[config.mk]
export PLATFORM = sky130hd
export DESIGN_NAME = skid_stream_src
export DESIGN_NICKNAME = d
export VERILOG_FILES = /design/src/rtl/skid_pkg.sv /design/src/rtl/skid_pat_gen.sv /design/src/rtl/skid_stream_src.sv
export SDC_FILE = /design/constraint.sdc
export NUM_CORES = 1
export LEC_CHECK = 0
export ABC_AREA = 1
export BUFFER_PORTS_ARGS = -buffer_cell sky130_fd_sc_hd__clkbuf_2
export CAP_MARGIN = 20
export CORE_ASPECT_RATIO = 0.5
export CORE_UTILIZATION = 51
export DETAILED_ROUTE_END_ITERATION = 12
export PLACE_DENSITY = 0.78
export REMOVE_ABC_BUFFERS = 1
export SETUP_SLACK_MARGIN = 0.4
export SYNTH_ARGS = -nofsm -noshare
export SYNTH_HDL_FRONTEND = slang
export SYNTH_SLANG_ARGS = --single-unit
[constraint.sdc]
create_clock -name i_clk -period 3 [get_ports i_clk]
set_input_delay 0.3 -clock i_clk [delete_from_list [all_inputs] [get_ports i_clk]]
set_output_delay 0.3 -clock i_clk [all_outputs]
set_load 0.05 [all_outputs]
[src/rtl/skid_pkg.sv]
// rtl/skid_pkg.sv - shared FSM state encoding and pattern constants for skid_stream_src
package skid_pkg;

    localparam int GAP_W = 4;

    // Fibonacci taps: feedback = bit7 ^ bit5 ^ bit4 ^ bit3
    localparam logic [7:0] LFSR_TAPS = 8'hB8;

    typedef logic [1:0] state_t;

    localparam state_t ST_IDLE = 2'd0;
    localparam state_t ST_SEND = 2'd1;
    localparam state_t ST_GAP  = 2'd2;
    localparam state_t ST_DONE = 2'd3;

endpackage

[src/rtl/skid_pat_gen.sv]
// rtl/skid_pat_gen.sv - next beat value; SKID_SRC_LFSR_EN selects LFSR, else incrementing
module skid_pat_gen
    import skid_pkg::*;
#(
    parameter int DW = 8
) (
    input  logic [DW-1:0] i_cur,
    output logic [DW-1:0] o_next
);

`ifdef SKID_SRC_LFSR_EN
    generate
        if (DW != 8) begin : g_bad_dw
            $error("skid_pat_gen: LFSR pattern requires DW == 8");
        end
    endgenerate

    assign o_next = {i_cur[DW-2:0], ^(i_cur & DW'(LFSR_TAPS))};
`else
    assign o_next = i_cur + DW'(1);
`endif

endmodule

[src/rtl/skid_stream_src.sv]
// rtl/skid_stream_src.sv - burst beat source feeding a skid buffer; SKID_SRC_LFSR_EN selects LFSR data
module skid_stream_src
    import skid_pkg::*;
#(
    parameter int DW    = 8,
    parameter int LEN_W = 8
) (
    input  logic             i_clk,
    input  logic             i_reset,
    input  logic             i_start,
    input  logic [LEN_W-1:0] i_len,
    input  logic [GAP_W-1:0] i_gap,
    input  logic [DW-1:0]    i_seed,
    output logic             o_val,
    output logic [DW-1:0]    o_bus,
    input  logic             i_rdy,
    output logic             o_busy,
    output logic             o_done,
    output logic [LEN_W-1:0] o_beats
);

    state_t           r_state;
    logic [LEN_W-1:0] r_len;
    logic [GAP_W-1:0] r_gap;
    logic [GAP_W-1:0] r_gap_cnt;
    logic             r_val;
    logic [DW-1:0]    r_bus;
    logic             r_busy;
    logic             r_done;
    logic [LEN_W-1:0] r_beats;

    logic [DW-1:0]    w_next;
    logic [DW-1:0]    w_seed;
    logic [LEN_W-1:0] w_beats_inc;
    logic             w_last;

    skid_pat_gen #(.DW(DW)) u_pat_gen (
        .i_cur  (r_bus),
        .o_next (w_next)
    );

`ifdef SKID_SRC_LFSR_EN
    // an all-zero LFSR state would lock up
    assign w_seed = (i_seed == '0) ? DW'(1) : i_seed;
`else
    assign w_seed = i_seed;
`endif

    assign w_beats_inc = r_beats + LEN_W'(1);
    assign w_last      = (w_beats_inc == r_len);

    always_ff @(posedge i_clk or posedge i_reset) begin
        if (i_reset) begin
            r_state   <= ST_IDLE;
            r_len     <= '0;
            r_gap     <= '0;
            r_gap_cnt <= '0;
            r_val     <= 1'b0;
            r_bus     <= '0;
            r_busy    <= 1'b0;
            r_done    <= 1'b0;
            r_beats   <= '0;
        end else begin
            r_done <= 1'b0;
            case (r_state)
                ST_IDLE: begin
                    if (i_start) begin
                        r_len   <= i_len;
                        r_gap   <= i_gap;
                        r_beats <= '0;
                        r_busy  <= 1'b1;
                        if (i_len != '0) begin
                            r_state <= ST_SEND;
                            r_val   <= 1'b1;
                            r_bus   <= w_seed;
                        end else begin
                            r_state <= ST_DONE;
                            r_done  <= 1'b1;
                        end
                    end
                end
                ST_SEND: begin
                    // o_val is always high here, so i_rdy alone marks a transfer
                    if (i_rdy) begin
                        r_beats <= w_beats_inc;
                        r_bus   <= w_next;
                        if (w_last) begin
                            r_val   <= 1'b0;
                            r_state <= ST_DONE;
                            r_done  <= 1'b1;
                        end else if (r_gap != '0) begin
                            r_val     <= 1'b0;
                            r_gap_cnt <= r_gap;
                            r_state   <= ST_GAP;
                        end
                    end
                end
                ST_GAP: begin
                    if (r_gap_cnt == GAP_W'(1)) begin
                        r_val   <= 1'b1;
                        r_state <= ST_SEND;
                    end else begin
                        r_gap_cnt <= r_gap_cnt - GAP_W'(1);
                    end
                end
                ST_DONE: begin
                    r_state <= ST_IDLE;
                    r_busy  <= 1'b0;
                end
                default: r_state <= ST_IDLE;
            endcase
        end
    end

    assign o_val   = r_val;
    assign o_bus   = r_bus;
    assign o_busy  = r_busy;
    assign o_done  = r_done;
    assign o_beats = r_beats;

endmodule

# Yosys cells after proc, flatten, opt, wreduce, memory -nomap -nowiden
# Index checks and enable logic that the tools add are counted.
# classes
add_sub_neg,3
n_eq_ne,13
n_mux,33
reduce_logical,14
# op_table
operator,count
$mux W8,5
$pmux W8 S2,2
$add A8 B1 Y8 const B,2
$mux W4,4
$ne A2 B2 Y1 const B,7
$mux W2,6
$mux W1,11
$eq A8 B8 Y1,1
$pmux W2 S4,1
$pmux W4 S2,1
$reduce_and A4 Y1,2
$reduce_bool A8 Y1,1
$reduce_and A6 Y1,1
$reduce_bool A2 Y1,3
$reduce_and A5 Y1,1
$eq A2 B2 Y1 const B,2
$eq A4 B1 Y1 const B,1
$pmux W1 S2,2
$reduce_and A2 Y1,2
$reduce_bool A4 Y1,1
$sub A4 B1 Y4 const B,1
$ne A3 B3 Y1 const B,1
$pmux W1 S3,1
$reduce_and A3 Y1,1
other kinds (3),3
# word_totals
ff_bits,37
in_bits,24
output_inout_bits,19

# Depth between registers and ports, before layout
# Gate-level depths: netlist of run 1.
# depth
ltp_word,5
depth_mapped,14
mapped_depth_nobuf,14

# Modules after synthesis
# A second synthesis of run 1 with hierarchy kept.
# hier_totals
cells_unflattened,315
hier_area_um2,2289.7
# modules_own_cells
mod,instances,cells_per_inst,area_each_um2,seq_area_each_um2
skid_stream_src,1,287,2154.6,925.9
skid_pat_gen,1,28,135.1,0.0

# Worst setup path after synthesis of run 1
# Ideal clock, no wire load.
# synth_path
path_type,flip-flop to flip-flop
start,register r_beats[0] (netlist: o_beats[0])
end,register r_val (netlist: o_val)
setup_time_ns,0.119
arrival_ns,1.968
path_slack_ns,0.913
path_stages_with_launch,13
path_buffers,0
path_cell_list,dfrtp_1 > ha_1 > nand3_1 > nor2_1 > nand2_1 > nand3_1 > nand3_1 > nor2_2 > nand2_1 > nand2_2 > nand3_1 > nand2_1 > nand2_1
# synth_between
elab_chain_cells,5
elab_cells_between_ends,7
cone_classes,add/sub (1); eq/ne (2); mux (3); reduce/logical (1)
# synth_lines
element,line_no,source
from (decl),skid_stream_src.sv:30,logic [LEN_W-1:0] r_beats;
from (signal assigned),skid_stream_src.sv:85,r_beats <= w_beats_inc;
$add A8 B1 Y8 (*),skid_stream_src.sv:49,assign w_beats_inc = r_beats + LEN_W'(1);
$eq A8 B8 Y1 (*),skid_stream_src.sv:50,assign w_last = (w_beats_inc == r_len);
$mux W1,skid_stream_src.sv:87,if (w_last) begin
$mux W1,skid_stream_src.sv:84,if (i_rdy) begin
$pmux W1 S3,skid_stream_src.sv:65,case (r_state)
to (signal assigned),skid_stream_src.sv:58,r_val <= 1'b0;
to (signal assigned),skid_stream_src.sv:88,r_val <= 1'b0;
to (signal assigned),skid_stream_src.sv:92,r_val <= 1'b0;
to (decl),skid_stream_src.sv:26,logic r_val;
# Mark *: on every way between the ends. The rest lies on a longest branch, timed or not. The select of a mux whose other input is x is not followed.
# A chain may end at the register's enable or synchronous reset.

# Final worst setup path of run 1
# layout_path
start,register r_state[1]
end,register r_bus[3] (netlist: o_bus[3])
# layout_between
elab_chain_cells,3
elab_cells_between_ends,8
cone_classes,eq/ne (4); mux (1); reduce/logical (3)
# layout_lines
element,line_no,source
from (decl),skid_stream_src.sv:22,state_t r_state;
from (signal assigned),skid_stream_src.sv:54,r_state <= ST_IDLE;
from (signal assigned),skid_stream_src.sv:73,r_state <= ST_SEND;
from (signal assigned),skid_stream_src.sv:77,r_state <= ST_DONE;
$eq A2 B1 Y1 or $logic_not A2 Y1 (tied branches),skid_stream_src.sv:65,
$ne A2 B2 Y1 (no source line) or $reduce_bool A2 Y1 (tied branches),-,
$reduce_and A4 Y1 (no source line),-,
to (signal assigned),skid_stream_src.sv:75,r_bus <= w_seed;
to (signal assigned),skid_stream_src.sv:86,r_bus <= w_next;
to (decl),skid_stream_src.sv:27,logic [DW-1:0] r_bus;
# Parallel ways exist; a longest one is shown, timed or not.

==> results of run 1 <==
==> synth_stat cells, types with 2 or more instances <==
library cell / number / area (sq um)
a21oi_1: 7 / 35.03
a2bb2oi_1: 2 / 17.52
a31oi_1: 4 / 25.02
buf_2: 2 / 10.01
buf_4: 2 / 15.01
clkbuf_1: 2 / 7.510
dfrtp_1: 37 / 925.9
ha_1: 8 / 100.1
inv_1: 40 / 150.1
inv_2: 4 / 15.01
nand2_1: 81 / 304.0
nand2_2: 6 / 37.54
nand3_1: 26 / 130.1
nand4_1: 6 / 37.54
nor2_1: 18 / 67.56
nor2_2: 4 / 25.02
nor3_1: 2 / 10.01
o21ai_0: 25 / 125.1
o22ai_1: 5 / 31.28
or2_2: 2 / 12.51
xor2_1: 5 / 43.79
==> logic make-up (layout without fill, tap and decap cells) <==
| logic type | Yosys count | count (layout) | synth area share, % |
|---|---|---|---|
| buf+inv | 51 | 97 | 9.111 |
| fa+ha+maj | 8 | 8 | 4.528 |
| xor+xnor | 6 | 6 | 2.377 |
| simple gates | 149 | 149 | 29.88 |
| flops | 37 | 37 | 41.88 |
| compound gates | 47 | 47 | 12.22 |
==> path summary, 6_finish.rpt <==
check                           end  slack [ns]  cells after the start
max                        o_bus[3]        0.64                     12
max in group asynchronous  r_len[7]        2.10                      3
min                        o_bus[1]        0.17                      2
min in group i_clk         r_gap[1]        0.21                      3
min reg2reg                   o_val        0.48                      2
max reg2reg                o_bus[3]        0.64                     12
==> state kept, by name (all words and copies together), names as in the netlist, 2 cells and up <==
| name | flops |
|---|---|
| o_beats | 8 |
| r_gap | 4 |
| r_len | 8 |
| o_bus | 8 |
| r_state | 2 |
| r_gap_cnt | 4 |
==> report_power, final <==
part           internal (W)  switching, W  leakage [nW]
logic              0.000453      0.000994         0.811
clock network      0.000271      0.000181        0.0585
registers          0.000700      0.000174         0.462
==> worst register-to-register path, stage by stage (launching register included) <==
cell	delay [ns]
dfrtp_1	0.39
inv_1	0.09
ha_1	0.22
inv_2	0.20
nor2_1	0.10
inv_1	0.08
nand2_2	0.08
a21oi_4	0.28
inv_2	0.07
nor2_2	0.37
inv_2	0.13
a21oi_1	0.14
a2bb2oi_1	0.16
==> area by class of cell <==
cell class                 instances  area (sq um)
clock inverter                     1         30.03
inverter                          45         168.9
timing repair buffer              44         225.2
tap                               54         67.56
multi-input combinational        210          1084
clock buffer                       7         86.33
fill                             360          1436
sequential                        37         925.9
==> layer usage <==
layer	vias up	global-route usage, %	routed length (microns)
met3	9	5.346	278
met2	60	38.33	2265
met1	971	34.93	2467
li1	1052	-	-
met4	0	7.576	53
met5	-	0	0
==> placed cells by master (no fill, tap or decap), drive strengths merged <==
master	synthesis	final
a21oi	8	8
a22oi	1	1
a2bb2oi	2	2
a31oi	4	4
and2	1	1
buf	4	2
bufinv	0	1
clkbuf	2	49
clkinv	1	1
dfrtp	37	37
ha	8	8
inv	44	44
nand2	87	87
nand3	27	27
nand4	6	6
nor2	23	23
nor3	2	2
nor4	1	1
o211ai	1	1
o21ai	26	26
o22ai	5	5
or2	2	2
xnor2	1	1
xor2	5	5
==> stage by stage <==
stage          cells  area [sq um]  hold WS [ns]  utilization [%]  power (W)
2_1_floorplan    292          2178        0.4096                -   0.001976
3_3_place_gp     390          2471        0.4588            61.41   0.002270
3_5_place_dp     390          2471        0.4673            61.41   0.002315
4_1_cts          398          2587        0.2068            64.30   0.002775
5_1_grt          398          2587        0.2254            64.30   0.003013
6_report         398          2587        0.1687            64.30   0.002774
==> flow_summary.ini, run 1 <==
[finish]
antenna_cells = 0
nets = 375
drive_gt1_share_pct = 20.64
area_growth_syn_to_layout_pct = 17.03

[logic_synthesis]
netlist_area_sq_um = 2211
postSynthAreaPerCell_sq_um = 7.419
ys_ff_latch = 37
ys_types = 31
syn_inst = 298
yosysWarnings = 0
seq_area_frac_synth_pct = 41.88
synthFlopType = dfrtp_1
synthArstFlopShare_pct = 100.0
synth_edf_count = 0

[grt]
grt_overflow = 0
antenna_found_initial = 0
grt_pass1_vias = 1962
grt_pass1_wl_mm = 8.742
grt_max_degree = 24
track_usage_pct = 24.81

[clock_tree]
cts_buffer_depth = 2
ctsHoldBuffers = 0
cts_setup_buffers = 0
cts-root-buf = clkbuf_8
clock_latency_ns = 0.29
clkTransAtPathRegs_ns = 0.08
htreeDepth = 2
clock_sinks = 37
cts_resized = 0
cts_made_buffers = 5
cts_tree = yes

[floorplanning]
start_util_pct = 54.94
core-area_sq_um = 4024
die_w_microns = 95.12
rows = 16
pin_count = 43
fp.dieArea_sq_um = 4618
die_height_microns = 48.56

[detailed_routing]
dr.pass1.iters = 4
wl_per_cell_microns = 12.73
postRouteAntennaNets = 0
viasPerCell = 5.256
drc = 0
routed_wl_mm = 5.065
vias = 2092
drt_iter0_drc = 128

[setup_path]
worst-setup-path-type = register to register
critPathSlowestCell = dfrtp_1
rr_startpoint = r_state[1]
crit_family = compound AO/OA/AOI/OAI gates
startpoint_type = register
crit_chain = inv_1, ha_1, inv_2, nor2_1, inv_1, nand2_2, a21oi_4, inv_2, nor2_2, inv_2, a21oi_1, a2bb2oi_1
crit_arrival_ns = 2.58
critPathMaxFanout = 11
required_ns = 3.22
crit_top_cell = inv_2
cp.buffers_inverters = 5
critPathCaptureType = register
startpoint = r_state[1]
max_stage_delay_ns = 0.39

[run_status]
outcome = finished clean

[sta]
fin_crit_sh_pct = 78.69
setup_viol = 0
rsz0062_at_grt = no
min_period_ns = 2.361
fin_tns_setup_ns = 0
tightest_slew_ns = 0.8847
max_slew_margin_pct = 40.96
finClkSkew_ns = 0.003914
drv_slew = 0
clock.fmax_ghz = 0.4236
hold_viol = 0
fin_ws_ns = 0.6394

[placement]
numPortBuffers = 42
gp_congestion = 0.8461
post-place-ws_ns = 0.6671
dp_hpwl_mm = 3.730

[min_path]
hp-class = primary input to asynchronous set/reset pin

[pwr]
leakagePower_nw = 1.332
power_density_nw_per_um2 = 1072
max-vdd-ir-drop_mv = 0.4297

[flow_run]
drv_cap = 0
No activity file was read; power rests on OpenSTA's default activity.
==> run 2: changes to the inputs <==
--- a/config.mk
+++ b/config.mk
@@ -9,9 +9,9 @@
 export BUFFER_PORTS_ARGS = -buffer_cell sky130_fd_sc_hd__clkbuf_2
 export CAP_MARGIN = 20
 export CORE_ASPECT_RATIO = 0.5
-export CORE_UTILIZATION = 51
+export CORE_UTILIZATION = 50
 export DETAILED_ROUTE_END_ITERATION = 12
-export PLACE_DENSITY = 0.78
+export PLACE_DENSITY = 0.79
 export REMOVE_ABC_BUFFERS = 1
 export SETUP_SLACK_MARGIN = 0.4
 export SYNTH_ARGS = -nofsm -noshare
==> constraint.sdc (replaced) <==
create_clock -name i_clk -period 1.95 [get_ports i_clk]
set_input_delay 0.195 -clock i_clk [delete_from_list [all_inputs] [get_ports i_clk]]
set_output_delay 0.195 -clock i_clk [all_outputs]
set_load 0.05 [all_outputs]
==> run 2 against run 1 <==
Net effect: the run now ends with negative hold slack, negative setup slack left; global-route usage rose by 3.7 points; hold slack got worse by 0.18 ns; flip-flop and latch count did not move; critical path depth rose by 2; sequential share of layout area fell by 4.8 points.
==> flow_summary.ini, run 2 (same netlist as run 1, synthesis figures left out) <==
[finish]
antenna_cells = 0
drive_gt1_share_pct = 36.10
area_growth_syn_to_layout_pct = 35.60
nets = 405
final_common_cell = nand2_1
fill_cells = 256
layout_common_cells = 76 x nand2_1, 41 x clkbuf_2, 35 x inv_1, 34 x dfrtp_1, 22 x nand3_1

[sta]
drv_slew = 0
min_period_ns = 1.962
finClkSkew_ns = 0.004947
fin_crit_sh_pct = 100.6
clock.fmax_ghz = 0.5097
fin_ws_ns = -0.01192
max_slew_margin_pct = 65.84
setup_viol = 1
fin_tns_setup_ns = -0.01192
tightest_slew_ns = 0.5077
hold_viol = 10
rsz0062_at_grt = yes
hold_ws_ns = -0.009834

[grt]
grt_overflow = 0
use_met2_pct = 44.92
met3_usage_pct = 9.034
grt_pass1_vias = 2235
use_met1_pct = 37.36
antenna_found_initial = 0
grt_max_degree = 38
globalRoute.busiestLayer = met2
track_usage_pct = 28.54
grt_pass1_wl_mm = 10.18

[setup_path]
startpoint_type = register
critPathCaptureType = register
critPathMaxFanout = 6
r2r_cells = 14
r2r_slack_ns = -0.01
required_ns = 2.12
crit_arrival_ns = 2.13
worst-setup-path-type = register to register

[clock_tree]
clkTransAtPathRegs_ns = 0.08
cts_made_buffers = 5
htreeDepth = 2
cts_tree = yes
ctsHoldBuffers = 0
cts_buffer_depth = 2
clock_latency_ns = 0.30
clock_sinks = 37
cts-root-buf = clkbuf_8

[detailed_routing]
viasPerCell = 5.631
wl_per_cell_microns = 15.75
routed_wl_mm = 6.739
dr.pass1.iters = 5
postRouteAntennaNets = 0
vias = 2410
drt_iter0_drc = 238
drc = 0

[run_status]
violations = negative hold slack, negative setup slack
outcome = finished with violations

[floorplanning]
start_util_pct = 54.40
die_w_microns = 96.04
pin_count = 43
rows = 16
core-area_sq_um = 4064
die_height_microns = 49.02
fp.dieArea_sq_um = 4708

[placement]
numPortBuffers = 42
dp_hpwl_mm = 3.838
post-place-ws_ns = 0.04382
gp_congestion = 0.9515

[pwr]
fin_total_pwr_w = 0.005170
max-vdd-ir-drop_mv = 0.7654
power_density_nw_per_um2 = 1725
leakagePower_nw = 1.530

[min_path]
hp-class = primary input to asynchronous set/reset pin

[flow_run]
drv_cap = 0
==> run 2: changes by cell type in the layout (fill, tap and decap cells not counted), moves of 4 or more <==
| cell | delta |
|---|---|
| nand2_1 | -5 |
| buf_4 | +19 |
| nand3_1 | -4 |
| o21ai_0 | -5 |
| nand3_2 | +4 |
| ha_1 | -4 |
| inv_1 | -5 |
| buf_6 | +11 |
==> run 2: final cells by class <==
| class | instances | area [sq um] | area share (%) |
|---|---|---|---|
| Multi-Input combinational cell | 210 | 1236 | 41.24 |
| Tap cell | 54 | 67.56 | 2.254 |
| Sequential cell | 37 | 929.6 | 31.01 |
| Inverter | 45 | 176.4 | 5.885 |
| Clock buffer | 6 | 82.58 | 2.755 |
| Timing Repair Buffer | 74 | 491.7 | 16.40 |
| Clock inverter | 2 | 13.76 | 0.4591 |
==> run 2: metrics by stage <==
stage,utilization [%],cell area [sq um],cells
2_1_floorplan,-,2178,292
3_3_place_gp,61.92,2516,396
3_5_place_dp,61.92,2516,396
4_1_cts,72.38,2942,424
5_1_grt,73.77,2998,428
6_report,73.77,2998,428
==> run 2: path summary, 6_finish.rpt <==
kind,end,start
worst max-delay path,r_state[1],o_beats[1]
worst min-delay path,o_bus[1],i_reset
worst max register to register,r_state[1],o_beats[1]
worst min register to register,r_gap_cnt[1],r_gap_cnt[1]
max in group asynchronous,o_beats[3],i_reset
min in group i_clk,r_gap[0],i_gap[0]
==> run 2: report_power, final <==
part / total [W] / switching [W] / internal (W)
logic: 0.00322 / 0.00198 / 0.00124
clock network: 0.000577 / 0.000290 / 0.000287
registers: 0.00137 / 0.000294 / 0.00108
total: 0.00517 / 0.00256 / 0.00261
==> run 2: worst max-delay path, stage by stage (launching register included) <==
cell	delay, ns
dfrtp_1	0.43
buf_6	0.14
inv_4	0.04
nor2_4	0.17
nand2_1	0.10
nand2_1	0.11
nand2_1	0.06
nand2_1	0.08
nand3_1	0.08
nor2_2	0.15
nand2_1	0.10
nand2_2	0.13
nand2_2	0.07
nand2_1	0.09
o21ai_1	0.09
==> run 2: layer usage <==
layer | share of wire [%] | vias to the layer above
li1 | - | 1109
met2 | 46 | 127
met3 | 8.5 | 38
met4 | 3.8 | 0
met1 | 42 | 1136
met5 | 0 | -
==> run 2: repair_timing <==
action,4_1_cts,5_1_grt
setup endpoints to repair,23,25
pin swaps,8,3
resized for setup,51,11
cloned,1,0
setup buffers,19,4
==> run 3: changes to the inputs <==
--- a/config.mk
+++ b/config.mk
@@ -8,8 +8,9 @@
 export ABC_AREA = 1
 export BUFFER_PORTS_ARGS = -buffer_cell sky130_fd_sc_hd__clkbuf_2
 export CAP_MARGIN = 20
-export CORE_ASPECT_RATIO = 0.5
+export CORE_ASPECT_RATIO = 1.25
 export CORE_UTILIZATION = 50
+export CTS_BUF_LIST = sky130_fd_sc_hd__clkbuf_8 sky130_fd_sc_hd__clkbuf_16
 export DETAILED_ROUTE_END_ITERATION = 12
 export PLACE_DENSITY = 0.79
 export REMOVE_ABC_BUFFERS = 1
==> run 3 against run 2 <==
Net effect: the flow finishes with violations (negative setup slack); fmax decreased by 0.58%; clock power increased by 23%; cell count increased by 2.6%; critical endpoint is now r_state[0]; largest cell class unchanged.
==> flow_summary.ini, run 3 (same netlist as run 1, synthesis figures left out) <==
[pwr]
power_density_nw_per_um2 = 1693
max-vdd-ir-drop_mv = 0.9818
p_seq_share_pct = 25.4
power_switching_w = 0.002579
leakagePower_nw = 1.577
p_int_w = 0.002785
combinationalPowerShare_pct = 61.4
power_frac_clock_pct = 13.2
swShare_pct = 48.09

[setup_path]
r2r_slack_ns = -0.02
startpoint = o_beats[1]
crit_top_cell = nand2_1
critPathMaxFanout = 5
crit_family = simple AND/OR/NAND/NOR gates
critPathCaptureType = register
max_stage_delay_ns = 0.41
r2r_cells = 14
cp.buffers_inverters = 2
crit_arrival_ns = 2.16
crit_chain = buf_6, inv_4, nor2_4, nand2_1, nand2_1, nand2_1, nand2_1, nand3_2, nor2_4, nand2_2, nand2_4, nand3_1, nand2_1, nand2_1
required_ns = 2.14
rr_startpoint = o_beats[1]
critPathSlowestCell = dfrtp_1
startpoint_type = register
worstReg2RegEnd = r_state[0]
worst-setup-path-type = register to register

[finish]
nets = 414
area_growth_syn_to_layout_pct = 43.29
final_common_cell = nand2_1
finish.instance_area_sq_um = 3168
drive_gt1_share_pct = 39.43
layout_common_cells = 72 x nand2_1, 41 x clkbuf_2, 35 x dfrtp_1, 34 x inv_1, 27 x buf_4
antenna_cells = 0
fill_cells = 300

[sta]
tightest_slew_ns = 0.4875
max_slew_margin_pct = 67.23
setup_viol = 1
min_period_ns = 1.973
fin_crit_sh_pct = 101.2
drv_slew = 0
finClkSkew_ns = 0.007318
rsz0062_at_grt = yes
fin_tns_setup_ns = -0.02329
clock.fmax_ghz = 0.5068
hold_viol = 0
fin_ws_ns = -0.02329

[min_path]
hold_start = i_gap[1]
hp-class = primary input to register
holdPathEnd = r_gap[1]
hold_depth = 3

[clock_tree]
htreeDepth = 2
cts_made_buffers = 5
cts_tree = yes
cts-root-buf = clkbuf_8
clock_sinks = 37
clock_latency_ns = 0.30
clkTransAtPathRegs_ns = 0.08
cts_buffer_depth = 2

[detailed_routing]
drt_iter0_drc = 156
drc = 0
routed_wl_mm = 6.575
viasPerCell = 5.588
wl_per_cell_microns = 14.98
postRouteAntennaNets = 0
vias = 2453
dr.pass1.iters = 5

[placement]
dp_hpwl_mm = 3.494
numPortBuffers = 42
gp_congestion = 0.8439
place_area_sq_um = 2526

[floorplanning]
pin_count = 43
fp.dieArea_sq_um = 4693
die_w_microns = 61.48
rows = 26
start_util_pct = 53.09
core-area_sq_um = 4164
die_height_microns = 76.35

[run_status]
violations = negative setup slack
outcome = finished with violations

[grt]
antenna_found_initial = 0
grt_pass1_vias = 2223
grt_pass1_wl_mm = 9.666
track_usage_pct = 27.21
grt_max_degree = 38
grt_overflow = 0

[flow_run]
drv_cap = 0
==> run 3: cell types whose count changed in the layout (fill, tap and decap cells not counted), moves of 3 or more <==
cell | before | now
nand2_1 | 76 | 72
buf_4 | 21 | 27
nor2_4 | 3 | 6
nand2_2 | 8 | 11
o21ai_0 | 20 | 17
==> run 3: cell type report <==
cell class / count / area, sq um / area share, %
clock buffers: 6 / 82.58 / 2.607
clock inverters: 2 / 37.54 / 1.185
inverters: 45 / 180.2 / 5.687
multi-input cells: 210 / 1282 / 40.48
flip-flops and latches: 37 / 928.4 / 29.30
well taps: 56 / 70.07 / 2.212
repair buffers: 82 / 581.8 / 18.36
repair inverters: 1 / 5.005 / 0.1580
==> run 3: worst max-delay path by stage <==
stage / end / slack [ns] / cells after the start
6_report: r_state[0] / -0.02 / 14
5_1_grt: r_state[0] / -0.11 / 14
4_1_cts: o_val / 0.21 / 11
3_5_place_dp: o_bus[3] / 0.06 / 12
3_3_place_gp: o_bus[7] / 0.11 / 12
2_1_floorplan: o_bus[3] / -0.22 / 12
==> run 3: repair_timing <==
| action | 4_1_cts | 5_1_grt |
|---|---|---|
| hold buffers | 1 | 0 |
| setup endpoints to repair | 24 | 28 |
| pin swaps | 11 | 14 |
| gates cloned | 1 | 2 |
| buffers inserted | 20 | 8 |
| endpoints found under the hold margin | 28 | 0 |
| resized for setup | 37 | 45 |
==> run 3: power groups by stage <==
stage                     sequential, W  clock (W)  combinational [W]
after global placement          0.00133          0            0.00228
final                           0.00137   0.000707            0.00329
after floorplan                 0.00172          0            0.00132
after detailed placement        0.00133          0            0.00232
after global routing            0.00140   0.000743            0.00357
after CTS                       0.00133   0.000712            0.00278
==> run 3: metal layers <==
metal	GRT usage, %	vias to the layer above	part of all wire (%)
met5	0	-	0
met4	12.00	0	4.5
met3	5.263	38	6.5
met2	45.22	123	49
met1	33.08	1155	40
li1	-	1137	-
==> run 3: tightest hold or removal path: cells and delay by family <==
kind,cells,cell delay [ns]
buffers and inverters,1,0.07
and+or+nand+nor,2,0.09
==> run 3: stage by stage <==
stage / instances / power (W) / setup slack, ns / hold slack [ns] / util [%]
2_1_floorplan: 292 / 0.003040 / -0.2151 / 0.3046 / -
3_3_place_gp: 399 / 0.003607 / 0.1053 / 0.3131 / 60.67
3_5_place_dp: 399 / 0.003659 / 0.06057 / 0.3162 / 60.67
4_1_cts: 429 / 0.004818 / 0.2109 / 0.09273 / 70.58
5_1_grt: 439 / 0.005709 / -0.1099 / 0.1033 / 76.08
6_report: 439 / 0.005364 / -0.02329 / 0.09435 / 76.08
